===== src/rtl/muldiv_unit_pkg.sv =====
// rtl/muldiv_unit_pkg.sv - shared encodings and constants for the multiply/divide unit
package muldiv_unit_pkg;

  localparam int MD_WIDTH = 32;

  typedef enum logic [1:0] {
    OP_MULTU = 2'b00,
    OP_MULT  = 2'b01,
    OP_DIVU  = 2'b10,
    OP_DIV   = 2'b11
  } md_op_e;

  typedef enum logic [1:0] {
    ST_IDLE  = 2'b00,
    ST_RUN   = 2'b01,
    ST_FIXUP = 2'b10,
    ST_DONE  = 2'b11
  } md_state_e;

  // One iteration retires one multiplier bit or one quotient bit.
  function automatic int md_iter_count(input int width);
    return width;
  endfunction

endpackage


===== src/rtl/muldiv_step.sv =====
// rtl/muldiv_step.sv - one combinational shift-add / restoring shift-subtract iteration
module muldiv_step
  import muldiv_unit_pkg::*;
#(
  parameter int WIDTH = MD_WIDTH
) (
  input  logic               is_div_i,
  input  logic [2*WIDTH-1:0] acc_i,
  input  logic [WIDTH-1:0]   opb_i,
  output logic [2*WIDTH-1:0] acc_o
);

  logic [WIDTH:0] mul_sum;
  logic [WIDTH:0] rem_sh;
  logic [WIDTH:0] trial;

  // Multiply: acc = {partial, multiplier}; add when lsb set, then shift right with carry.
  // Divide:   acc = {remainder, dividend/quotient}; shift left, keep difference if it fits.
  always_comb begin
    mul_sum = {1'b0, acc_i[2*WIDTH-1:WIDTH]} + (acc_i[0] ? {1'b0, opb_i} : '0);
    rem_sh  = acc_i[2*WIDTH-1:WIDTH-1];
    trial   = rem_sh - {1'b0, opb_i};
    acc_o   = {mul_sum, acc_i[WIDTH-1:1]};
    if (is_div_i) begin
      if (!trial[WIDTH]) begin
        acc_o = {trial[WIDTH-1:0], acc_i[WIDTH-2:0], 1'b1};
      end else begin
        acc_o = {rem_sh[WIDTH-1:0], acc_i[WIDTH-2:0], 1'b0};
      end
    end
  end

endmodule


===== src/rtl/muldiv_unit.sv =====
// rtl/muldiv_unit.sv - iterative MIPS-style multiply/divide unit with HI/LO registers
module muldiv_unit
  import muldiv_unit_pkg::*;
#(
  parameter int WIDTH = MD_WIDTH
) (
  input  logic             clk,
  input  logic             rst,
  input  logic             Start,
  input  logic [1:0]       Op,
  input  logic [WIDTH-1:0] A,
  input  logic [WIDTH-1:0] B,
  input  logic             WE_HI,
  input  logic             WE_LO,
  input  logic [WIDTH-1:0] WD,
  output logic [WIDTH-1:0] HI,
  output logic [WIDTH-1:0] LO,
  output logic             Busy,
  output logic             Done
);

  localparam int ITERS = md_iter_count(WIDTH);
  localparam int CNT_W = $clog2(ITERS + 1);

  md_state_e          state_q;
  logic [CNT_W-1:0]   cnt_q;
  logic [2*WIDTH-1:0] acc_q;
  logic [2*WIDTH-1:0] acc_step;
  logic [WIDTH-1:0]   opb_q;
  logic               is_div_q;
  logic               neg_lo_q;
  logic               neg_hi_q;
  logic               busy_q;
  logic               done_q;
  logic [WIDTH-1:0]   hi_q;
  logic [WIDTH-1:0]   lo_q;

  logic               idle_like;
  logic               start_ok;
  logic               is_signed;
  logic               a_neg;
  logic               b_neg;
  logic [WIDTH-1:0]   a_mag;
  logic [WIDTH-1:0]   b_mag;
  logic               cap_neg_lo;
  logic [2*WIDTH-1:0] prod;
  logic [WIDTH-1:0]   hi_res;
  logic [WIDTH-1:0]   lo_res;

  muldiv_step #(.WIDTH(WIDTH)) u_step (
    .is_div_i (is_div_q),
    .acc_i    (acc_q),
    .opb_i    (opb_q),
    .acc_o    (acc_step)
  );

  // Operand capture: magnitudes plus the sign corrections FIXUP will need.
  always_comb begin
    idle_like = (state_q == ST_IDLE) || (state_q == ST_DONE);
    start_ok  = Start && idle_like;
    is_signed = (Op == OP_MULT) || (Op == OP_DIV);
    a_neg     = is_signed && A[WIDTH-1];
    b_neg     = is_signed && B[WIDTH-1];
    a_mag     = a_neg ? -A : A;
    b_mag     = b_neg ? -B : B;
    // A zero divisor keeps the all-ones quotient un-negated.
    cap_neg_lo = (a_neg ^ b_neg) && !(Op[1] && (B == '0));
  end

  // Sign fixup of the magnitude result.
  always_comb begin
    prod   = neg_lo_q ? -acc_q : acc_q;
    hi_res = prod[2*WIDTH-1:WIDTH];
    lo_res = prod[WIDTH-1:0];
    if (is_div_q) begin
      hi_res = neg_hi_q ? -acc_q[2*WIDTH-1:WIDTH] : acc_q[2*WIDTH-1:WIDTH];
      lo_res = neg_lo_q ? -acc_q[WIDTH-1:0] : acc_q[WIDTH-1:0];
    end
  end

  // Control FSM with iteration counter, accumulator and registered Busy/Done.
  always_ff @(posedge clk or posedge rst) begin
    if (rst) begin
      state_q  <= ST_IDLE;
      cnt_q    <= '0;
      acc_q    <= '0;
      opb_q    <= '0;
      is_div_q <= 1'b0;
      neg_lo_q <= 1'b0;
      neg_hi_q <= 1'b0;
      busy_q   <= 1'b0;
      done_q   <= 1'b0;
    end else begin
      case (state_q)
        ST_RUN: begin
          acc_q <= acc_step;
          cnt_q <= cnt_q + CNT_W'(1);
          if (cnt_q == CNT_W'(ITERS - 1)) begin
            state_q <= ST_FIXUP;
          end
        end
        ST_FIXUP: begin
          state_q <= ST_DONE;
          busy_q  <= 1'b0;
          done_q  <= 1'b1;
        end
        default: begin
          done_q <= 1'b0;
          if (start_ok) begin
            state_q  <= ST_RUN;
            busy_q   <= 1'b1;
            cnt_q    <= '0;
            acc_q    <= {{WIDTH{1'b0}}, a_mag};
            opb_q    <= b_mag;
            is_div_q <= Op[1];
            neg_lo_q <= cap_neg_lo;
            neg_hi_q <= (Op == OP_DIV) && A[WIDTH-1];
          end else begin
            state_q <= ST_IDLE;
          end
        end
      endcase
    end
  end

  // HI/LO: result at the end of FIXUP, direct writes only while not busy.
  always_ff @(posedge clk or posedge rst) begin
    if (rst) begin
      hi_q <= '0;
      lo_q <= '0;
    end else if (state_q == ST_FIXUP) begin
      hi_q <= hi_res;
      lo_q <= lo_res;
    end else if (idle_like) begin
      if (WE_HI) hi_q <= WD;
      if (WE_LO) lo_q <= WD;
    end
  end

  assign HI   = hi_q;
  assign LO   = lo_q;
  assign Busy = busy_q;
  assign Done = done_q;

endmodule

===== config.mk =====
export PLATFORM = sky130hd
export DESIGN_NAME = muldiv_unit
export DESIGN_NICKNAME = d
export VERILOG_FILES = /design/src/rtl/muldiv_unit_pkg.sv /design/src/rtl/muldiv_step.sv /design/src/rtl/muldiv_unit.sv
export SDC_FILE = /design/constraint.sdc
export NUM_CORES = 1
export LEC_CHECK = 0
export CORE_ASPECT_RATIO = 2
export CORE_MARGIN = 1.5
export CORE_UTILIZATION = 50
export CTS_BUF_LIST = sky130_fd_sc_hd__clkbuf_16
export CTS_CLUSTER_SIZE = 30
export DETAILED_ROUTE_END_ITERATION = 8
export GPL_TIMING_DRIVEN = 1
export PLACE_DENSITY_LB_ADDON = 0.2
export SLEW_MARGIN = 20
export SYNTH_ARGS = -nofsm -noshare
export SYNTH_HDL_FRONTEND = slang
export SYNTH_SLANG_ARGS = --single-unit

===== constraint.sdc =====
create_clock -name clk -period 6.4 [get_ports clk]
set_clock_uncertainty 0.2 [all_clocks]
set_input_delay 1.6 -clock clk [delete_from_list [all_inputs] [get_ports clk]]
set_output_delay 1.6 -clock clk [all_outputs]
set_load 0.005 [all_outputs]

==> results.json, run 1 <==
{
  "status": "finished clean",
  "fin_crit_sh": 0.742,
  "core_mm2": 0.0275,
  "vias": 13500,
  "gp_congestion": 0.984,
  "cts-resized-gates": 0,
  "ys_ff_latch": 173,
  "slew_viol_final": 0,
  "grt_pass1_vias": 13400,
  "crit_type": "flop to flop",
  "crit_path_end_kind": "flop",
  "track_usage": 0.312,
  "finalWirelength_um": 44400,
  "dp_hpwl_um": 34700,
  "postSynthAreaPerCell_um2": 7.89,
  "clockRootBuffer": "clkbuf_16",
  "rsz0062_at_grt": "false",
  "grt_overflow": 0,
  "clock_latency_ps": 470,
  "finalHoldViolCount": 0,
  "port_buffers": 168,
  "drc": 0,
  "synth_area_mm2": 0.0140,
  "ys_seq_area_frac": 0.309,
  "synth-edff-count": 0,
  "rows": 86,
  "ys_types": 72,
  "critPathRequiredTime_ps": 6560,
  "numCtsBuffers": 17,
  "cellPowerDensity_mw_per_mm2": 531,
  "grt_pass1_wl_um": 70000,
  "maxSlewHeadroom": 0.271,
  "max_cap_viol_count": 0,
  "io_pins": 169,
  "setup_tns_ps": 0,
  "diodes": 0,
  "start_util": 0.509,
  "cts_setup_buffers": 0,
  "critPathLaunchType": "flop",
  "htreeDepth": 4,
  "crit_arrival_ps": 4910,
  "clk_pin_slew_ps": 70,
  "fmax_mhz": 211,
  "async_flop_share": 1.00,
  "hp-class": "flop to flop",
  "yosys_warnings": 0,
  "layout.nets": 2072,
  "ant_nets": 0,
  "period_minus_slack_ps": 4750,
  "layout_setup_ws_ps": 1650,
  "chipHeight_um": 240,
  "synthCells": 1777,
  "area_delta_synth_final_pct": 18.1,
  "fin_util": 0.601,
  "wl_per_cell_um": 19.6,
  "synth_nets": 1954,
  "viasPerCell": 5.95,
  "antenna_found_initial": 0,
  "dr.first_iter.drc_count": 855,
  "worst_pin_slew_ps": 1090,
  "synth-main-ff-cell": "dfrtp_1",
  "ir_worst_vdd_mv": 0.284,
  "die_width_um": 121,
  "cts_tree": "built",
  "finalSetupViolations": 0,
  "die-area_mm2": 0.0291,
  "post-place-ws_ps": 1220,
  "first_pass_iters": 5,
  "grt_max_degree": 89,
  "cts_buffer_depth": 2,
  "worstPathMaxFanout": 24,
  "ctsHoldBuffers": 0,
  "clock-sinks": 173,
  "p_leak_uw": 0.00716,
  "drive_above_1_share": 0.0425
}
==> final cells by class <==
cell class	count	area (um2)
inverters	60	229
fillers	2607	11000
multi-input cells	1454	9100
clock buffers	17	425
clock inverters	15	159
well taps	352	440
flip-flops and latches	173	4330
repair buffers	189	1880
==> state kept, by name (all words and copies together), names as in the netlist <==
signal / flops
acc_q: 64
HI: 32
LO: 32
opb_q: 32
cnt_q: 6
state_q: 2
Busy: 1
Done: 1
is_div_q: 1
neg_hi_q: 1
neg_lo_q: 1
==> Yosys cell counts, drive strengths merged, types with 10 or more instances <==
master | n | area [um2]
a31oi | 14 | 87.6
xor2 | 87 | 762
o41ai | 11 | 104
o211ai | 11 | 82.6
and2 | 10 | 65.1
nor4 | 17 | 106
o21ai | 265 | 1330
nand2b | 17 | 106
nor2 | 131 | 492
nand2 | 261 | 980
a21oi | 125 | 626
o31ai | 29 | 218
nor3 | 33 | 170
or4 | 11 | 93.8
a22oi | 15 | 113
nand3 | 20 | 100
a211oi | 21 | 158
nor2b | 20 | 125
buf | 17 | 93.8
o21a | 10 | 75.1
ha | 72 | 901
mux2i | 56 | 561
nand4 | 10 | 62.6
inv | 59 | 221
clkbuf | 73 | 314
xnor2 | 85 | 744
or3 | 19 | 128
dfrtp | 173 | 4330
a21o | 31 | 233
==> worst paths after layout <==
check	from	depth (start not counted)	to	slack (ps)
max in group asynchronous	rst	3	acc_q[39]	4040
worst max-delay path	acc_q[32]	13	acc_q[48]	1650
min in group asynchronous	rst	2	HI[12]	1230
worst min register to register	opb_q[5]	2	opb_q[5]	280
worst min-delay path	opb_q[5]	2	opb_q[5]	280
worst max register to register	acc_q[32]	13	acc_q[48]	1650
==> cell usage in the layout, fill, tap and decap left out, types with 6 or more instances in the layout <==
cell type	netlist	routed
nand4_1	10	10
or4_1	8	8
nand2b_1	17	17
o21bai_1	7	6
a211oi_1	21	21
nand3_1	20	19
and2_1	9	9
o41ai_1	10	10
buf_4	3	18
ha_1	72	70
nor4_1	17	17
mux2i_1	56	56
nor3_1	32	32
nor2b_1	20	20
nand2_1	261	260
inv_1	58	57
clkbuf_16	0	17
a21o_1	31	31
o21a_1	10	10
a21oi_1	125	125
clkdlybuf4s50_1	0	168
or3_1	15	15
xnor2_1	85	85
a31oi_1	14	14
o31ai_1	29	29
xor2_1	87	87
nor2_1	131	131
and3_1	6	6
dfrtp_1	173	172
o21ai_0	263	263
o221ai_1	6	6
a22oi_1	15	15
o211ai_1	11	11
==> report_power, final <==
part / switching (uW) / total (uW) / internal (uW) / leakage, uW
Sequential: 629 / 2230 / 1600 / 0.00218
Combinational: 3260 / 5500 / 2250 / 0.00471
Clock: 490 / 1070 / 579 / 0.000278
Total: 4380 / 8800 / 4430 / 0.00716
==> per-stage QoR <==
step / instance area [um2] / power, uW / instances / hold slack [ps]
3_3_place_gp: 16000 / 7560 / 2227 / 260
6_report: 16600 / 8800 / 2260 / 277
5_1_grt: 16600 / 9500 / 2260 / 286
4_1_cts: 16500 / 8780 / 2259 / 281
3_5_place_dp: 16000 / 7700 / 2227 / 265
2_1_floorplan: 14000 / 5850 / 1777 / 250
==> layer usage <==
| metal | global-route usage | vias up | routed length (um) |
|---|---|---|---|
| met3 | 0.0474 | 125 | 1560 |
| met2 | 0.588 | 379 | 24000 |
| li1 | - | 6538 | - |
| met5 | 0 | - | 0 |
| met4 | 0.203 | 0 | 3000 |
| met1 | 0.309 | 6410 | 15800 |
==> kinds of logic (layout without fill, tap and decap cells) <==
| group | after synthesis | in the layout | synth area share |
|---|---|---|---|
| buffers and inverters | 150 | 281 | 0.0452 |
| multiplexers | 58 | 58 | 0.0416 |
| XOR/XNOR | 172 | 172 | 0.107 |
| AO/OA/AOI/OAI | 577 | 577 | 0.243 |
| flip-flops | 173 | 173 | 0.309 |
| adder cells (fa/ha/maj) | 74 | 74 | 0.0671 |
| AND/OR/NAND/NOR | 573 | 573 | 0.187 |
==> critical path, stage by stage (launching register included) <==
cell      delay [ps]
dfrtp_1          530
inv_1            140
fa_1             480
nand2b_1         190
a21o_1           200
a21oi_1          450
o211ai_1         270
and4_1           290
o21ai_0          320
nand3_2          630
buf_4            440
mux2i_1          160
mux2i_1           90
a22o_1           220
Power figures use the tool's default switching activity.
==> run 2, diff against run 1 <==
==> constraint.sdc (replaced) <==
create_clock -name clk -period 4.35 [get_ports clk]
set_clock_uncertainty 0.2 [all_clocks]
set_input_delay 1.0875 -clock clk [delete_from_list [all_inputs] [get_ports clk]]
set_output_delay 1.0875 -clock clk [all_outputs]
set_load 0.005 [all_outputs]
==> results.json, run 2 (synthesis gave the netlist of run 1 again) <==
{
  "dr.first_iter.drc_count": 859,
  "grt_pass1_vias": 13900,
  "area_delta_synth_final_pct": 20.3,
  "setup_tns_ps": 0,
  "crit_path_end_kind": "flop",
  "maxSlewHeadroom": 0.227,
  "grt_pass1_wl_um": 71500,
  "diodes": 0,
  "rsz0062_at_grt": "false",
  "first_pass_iters": 5,
  "finalSetupViolations": 0,
  "numCtsBuffers": 17,
  "slowest_delay_ps": 470,
  "worstPathMaxFanout": 19,
  "largest_register_ff_count": 64,
  "grt_max_degree": 64,
  "rows": 86,
  "fmax_mhz": 253,
  "start_util": 0.509,
  "ctsHoldBuffers": 0,
  "seqCellArea_mm2": 0.00433,
  "max_cap_viol_count": 0,
  "critPathLaunchType": "flop",
  "layout_setup_ws_ps": 395,
  "chipHeight_um": 240,
  "ff2ff_setup_slack_ps": 390,
  "clock-sinks": 173,
  "fin_crit_sh": 0.909,
  "drc": 0,
  "cpMostUsedCell": "a21o_1",
  "viasPerCell": 5.99,
  "die_width_um": 121,
  "finalWirelength_um": 45700,
  "finalHoldViolCount": 0,
  "io_pins": 169,
  "status": "finished clean",
  "track_usage": 0.320,
  "layout_common_cells": "o21ai_0 (263), nand2_1 (260), dfrtp_1 (172)",
  "drive_above_1_share": 0.0622,
  "clockRootBuffer": "clkbuf_16",
  "critPathSlowestCell": "a221oi_2",
  "cts_buffer_depth": 2,
  "post-place-ws_ps": -35.7,
  "crit_arrival_ps": 4140,
  "slew_viol_final": 0,
  "ir_worst_vdd_mv": 0.415,
  "layout_commonest_cell": "o21ai_0",
  "path_cells": "inv_1 > buf_12 > buf_4 > nor2_1 > ha_1 > a21oi_1 > o21ai_0 > a21o_1 > a21o_1 > a21o_1 > a221oi_2 > o31ai_1 > a21o_1 > a311o_1 > a32oi_1",
  "wl_per_cell_um": 19.9,
  "ant_nets": 0,
  "dp_hpwl_um": 36000,
  "die-area_mm2": 0.0291,
  "clk_pin_slew_ps": 80,
  "antenna_found_initial": 0,
  "grt_overflow": 0,
  "htreeDepth": 4,
  "cts_tree": "built",
  "dp.cells": 2266,
  "clock_latency_ps": 470,
  "top_register": "acc_q",
  "crit_type": "flop to flop",
  "vias": 13800,
  "p_leak_uw": 0.00736,
  "port_buffers": 168,
  "worst_pin_slew_ps": 1150,
  "critPathRequiredTime_ps": 4540,
  "power_uw": 13100,
  "final_cells": 2298,
  "gp_congestion": 0.974,
  "path_delay_family": "compound AO/OA/AOI/OAI gates",
  "hp-class": "flop to flop",
  "cellPowerDensity_mw_per_mm2": 776,
  "core_mm2": 0.0275,
  "cts_setup_buffers": 0,
  "cts-resized-gates": 0,
  "period_minus_slack_ps": 3960,
  "cp_num_buf_inv": 3,
  "fillers": 2557,
  "layout.nets": 2110,
  "multi_input_area_mm2": 0.00910
}
[run 2: power breakdown]
part	internal [uW]	total (uW)	switching [uW]	leakage (uW)
clock	760	1540	782	0.000275
sequential	2360	3170	809	0.00218
combinational	3440	8380	4940	0.00491
[run 2: worst paths after layout]
kind	cells after the start	start	end
min in group asynchronous	2	rst	HI[21]
max reg2reg	15	acc_q[0]	acc_q[62]
min reg2reg	1	LO[5]	LO[5]
max	15	acc_q[0]	acc_q[62]
min	1	LO[5]	LO[5]
max in group asynchronous	3	rst	is_div_q
[run 2: area by class of cell]
cell class	instances	share of cell area
Tap cell	352	0.0261
Clock buffer	17	0.0252
Clock inverter	15	0.00868
Timing Repair Buffer	227	0.130
Inverter	60	0.0136
Sequential cell	173	0.257
Multi-Input combinational cell	1454	0.540
[run 2: per-layer routing]
layer | routed length (um) | part of all wire | up-vias | GRT usage
li1 | - | - | 6615 | -
met1 | 15900 | 0.35 | 6563 | 0.304
met2 | 24700 | 0.54 | 417 | 0.612
met3 | 1700 | 0.037 | 160 | 0.0393
met4 | 3450 | 0.076 | 0 | 0.232
met5 | 0 | 0 | - | 0
[run 2: stage by stage]
| step | instance area [um2] | util | hold WS (ps) |
|---|---|---|---|
| floorplan | 14000 | - | 250 |
| global placement | 16300 | 0.591 | 261 |
| detailed placement | 16300 | 0.591 | 266 |
| CTS | 16900 | 0.612 | 282 |
| global route | 16900 | 0.612 | 291 |
| finish | 16900 | 0.612 | 277 |
==> run 3, diff against run 2 <==
--- a/config.mk
+++ b/config.mk
@@ -12,6 +12,7 @@
 export CTS_CLUSTER_SIZE = 30
 export DETAILED_ROUTE_END_ITERATION = 8
 export GPL_TIMING_DRIVEN = 1
+export MAX_ROUTING_LAYER = met4
 export PLACE_DENSITY_LB_ADDON = 0.2
 export SLEW_MARGIN = 20
 export SYNTH_ARGS = -nofsm -noshare
==> results.json, run 3 (synthesis gave the netlist of run 1 again) <==
{
  "port_buffers": 168,
  "layout.nets": 2113,
  "p_sw_uw": 6500,
  "first_pass_iters": 7,
  "p_int_uw": 6680,
  "hold_depth": 1,
  "drive_above_1_share": 0.0631,
  "fmax_mhz": 253,
  "top_register": "acc_q",
  "post-place-ws_ps": 15.9,
  "finalWirelength_um": 45700,
  "dr.first_iter.drc_count": 968,
  "crit_path_end_kind": "flop",
  "comb_power_share": 0.642,
  "start_util": 0.509,
  "critPathLaunchType": "flop",
  "cts_tree": "built",
  "grt_pass1_vias": 13700,
  "gp_congestion": 0.988,
  "diodes": 0,
  "p_clk_frac": 0.118,
  "cts_buffer_depth": 2,
  "layout_setup_ws_ps": 403,
  "drc": 0,
  "cpMostUsedCell": "a21boi_0",
  "fillers": 2554,
  "cts_setup_buffers": 0,
  "ctsHoldBuffers": 0,
  "finalSetupViolations": 0,
  "antenna_found_initial": 0,
  "hp-class": "flop to flop",
  "largest_register_ff_count": 64,
  "status": "finished clean",
  "layout_commonest_cell": "o21ai_0",
  "vias": 13600,
  "clk_pin_slew_ps": 70,
  "htreeDepth": 4,
  "final_cells": 2301,
  "slew_viol_final": 0,
  "critPathSlowestCell": "o211ai_1",
  "worst_pin_slew_ps": 1040,
  "dp.cells": 2269,
  "io_pins": 169,
  "setup_tns_ps": 0,
  "p_leak_uw": 0.00739,
  "crit_arrival_ps": 4080,
  "track_usage": 0.329,
  "ant_nets": 0,
  "p_sw_frac": 0.493,
  "power_uw": 13200,
  "max_cap_viol_count": 0,
  "seqCellArea_mm2": 0.00433,
  "wl_per_cell_um": 19.9,
  "rows": 86,
  "grt_overflow": 0,
  "fin_util": 0.614,
  "maxSlewHeadroom": 0.308,
  "clock-sinks": 173,
  "rr_worst_depth": 12,
  "multi_input_area_mm2": 0.00910,
  "dp_hpwl_um": 36000,
  "grt_max_degree": 86,
  "worstPathMaxFanout": 8,
  "finalHoldViolCount": 0,
  "path_cells": "buf_4 > ha_1 > nor2b_1 > o31a_1 > o211ai_1 > a21boi_0 > o21ai_0 > a21boi_0 > o31ai_1 > mux2i_1 > a31oi_1 > a311o_1",
  "fin_crit_sh": 0.907,
  "clock_latency_ps": 460,
  "critPathRequiredTime_ps": 4490,
  "ir_worst_vdd_mv": 0.424,
  "grt_pass1_wl_um": 71400,
  "period_minus_slack_ps": 3950,
  "cellPowerDensity_mw_per_mm2": 780,
  "area_delta_synth_final_pct": 20.6,
  "crit_type": "flop to flop",
  "chipHeight_um": 240,
  "viasPerCell": 5.93,
  "core_mm2": 0.0275,
  "numCtsBuffers": 17,
  "cts-resized-gates": 0,
  "die_width_um": 121,
  "layout_common_cells": "o21ai_0 (263), nand2_1 (260), dfrtp_1 (172)",
  "die-area_mm2": 0.0291,
  "slowest_delay_ps": 460,
  "seq_power_share": 0.240,
  "rsz0062_at_grt": "false",
  "clockRootBuffer": "clkbuf_16"
}
==> run 3: routing by layer <==
layer  track usage  share of wire  vias to the layer above
li1              -              -                     6636
met1         0.313           0.35                     6458
met2         0.599           0.54                      412
met3        0.0414          0.034                      138
met4         0.233          0.075                        0
met5             -              0                        -
==> run 3: cell type report <==
cell class,instances,area share
multi-input cells,1454,0.538
inverters,60,0.0135
well taps,352,0.0260
repair buffers,230,0.131
clock inverters,15,0.00962
flip-flops and latches,173,0.256
clock buffers,17,0.0252
==> run 3: final timing paths <==
path | start | end | slack, ps
setup / recovery | acc_q[32] | acc_q[49] | 400
hold / removal | HI[5] | HI[5] | 280
setup reg to reg | acc_q[32] | acc_q[49] | 400
hold reg to reg | HI[5] | HI[5] | 280
max in group asynchronous | rst | cnt_q[2] | 2320
min in group asynchronous | rst | LO[23] | 790
==> run 3: critical path: cells and delay by family, from the launching register on <==
family,cells,cell delay [ps]
AOI/OAI and AO/OA,8,2390
DFF,1,380
adders and majority gates,1,280
muxes,1,230
buffers and inverters,1,170
and+or+nand+nor,1,150
==> run 3: power by group through the flow <==
stage / clock, uW / combinational, uW / sequential [uW]
after CTS: 1580 / 8410 / 3150
after global routing: 1660 / 9310 / 3240
after global placement: 0 / 8200 / 3150
after detailed placement: 0 / 8370 / 3180
final: 1560 / 8460 / 3160
after floorplan: 0 / 5680 / 2930
==> run 3: stage by stage <==
stage               hold WS (ps)  area (um2)
finish                       276       16900
global route                 292       16900
CTS                          279       16900
detailed placement           264       16300
global placement             262       16300
floorplan                    250       14000
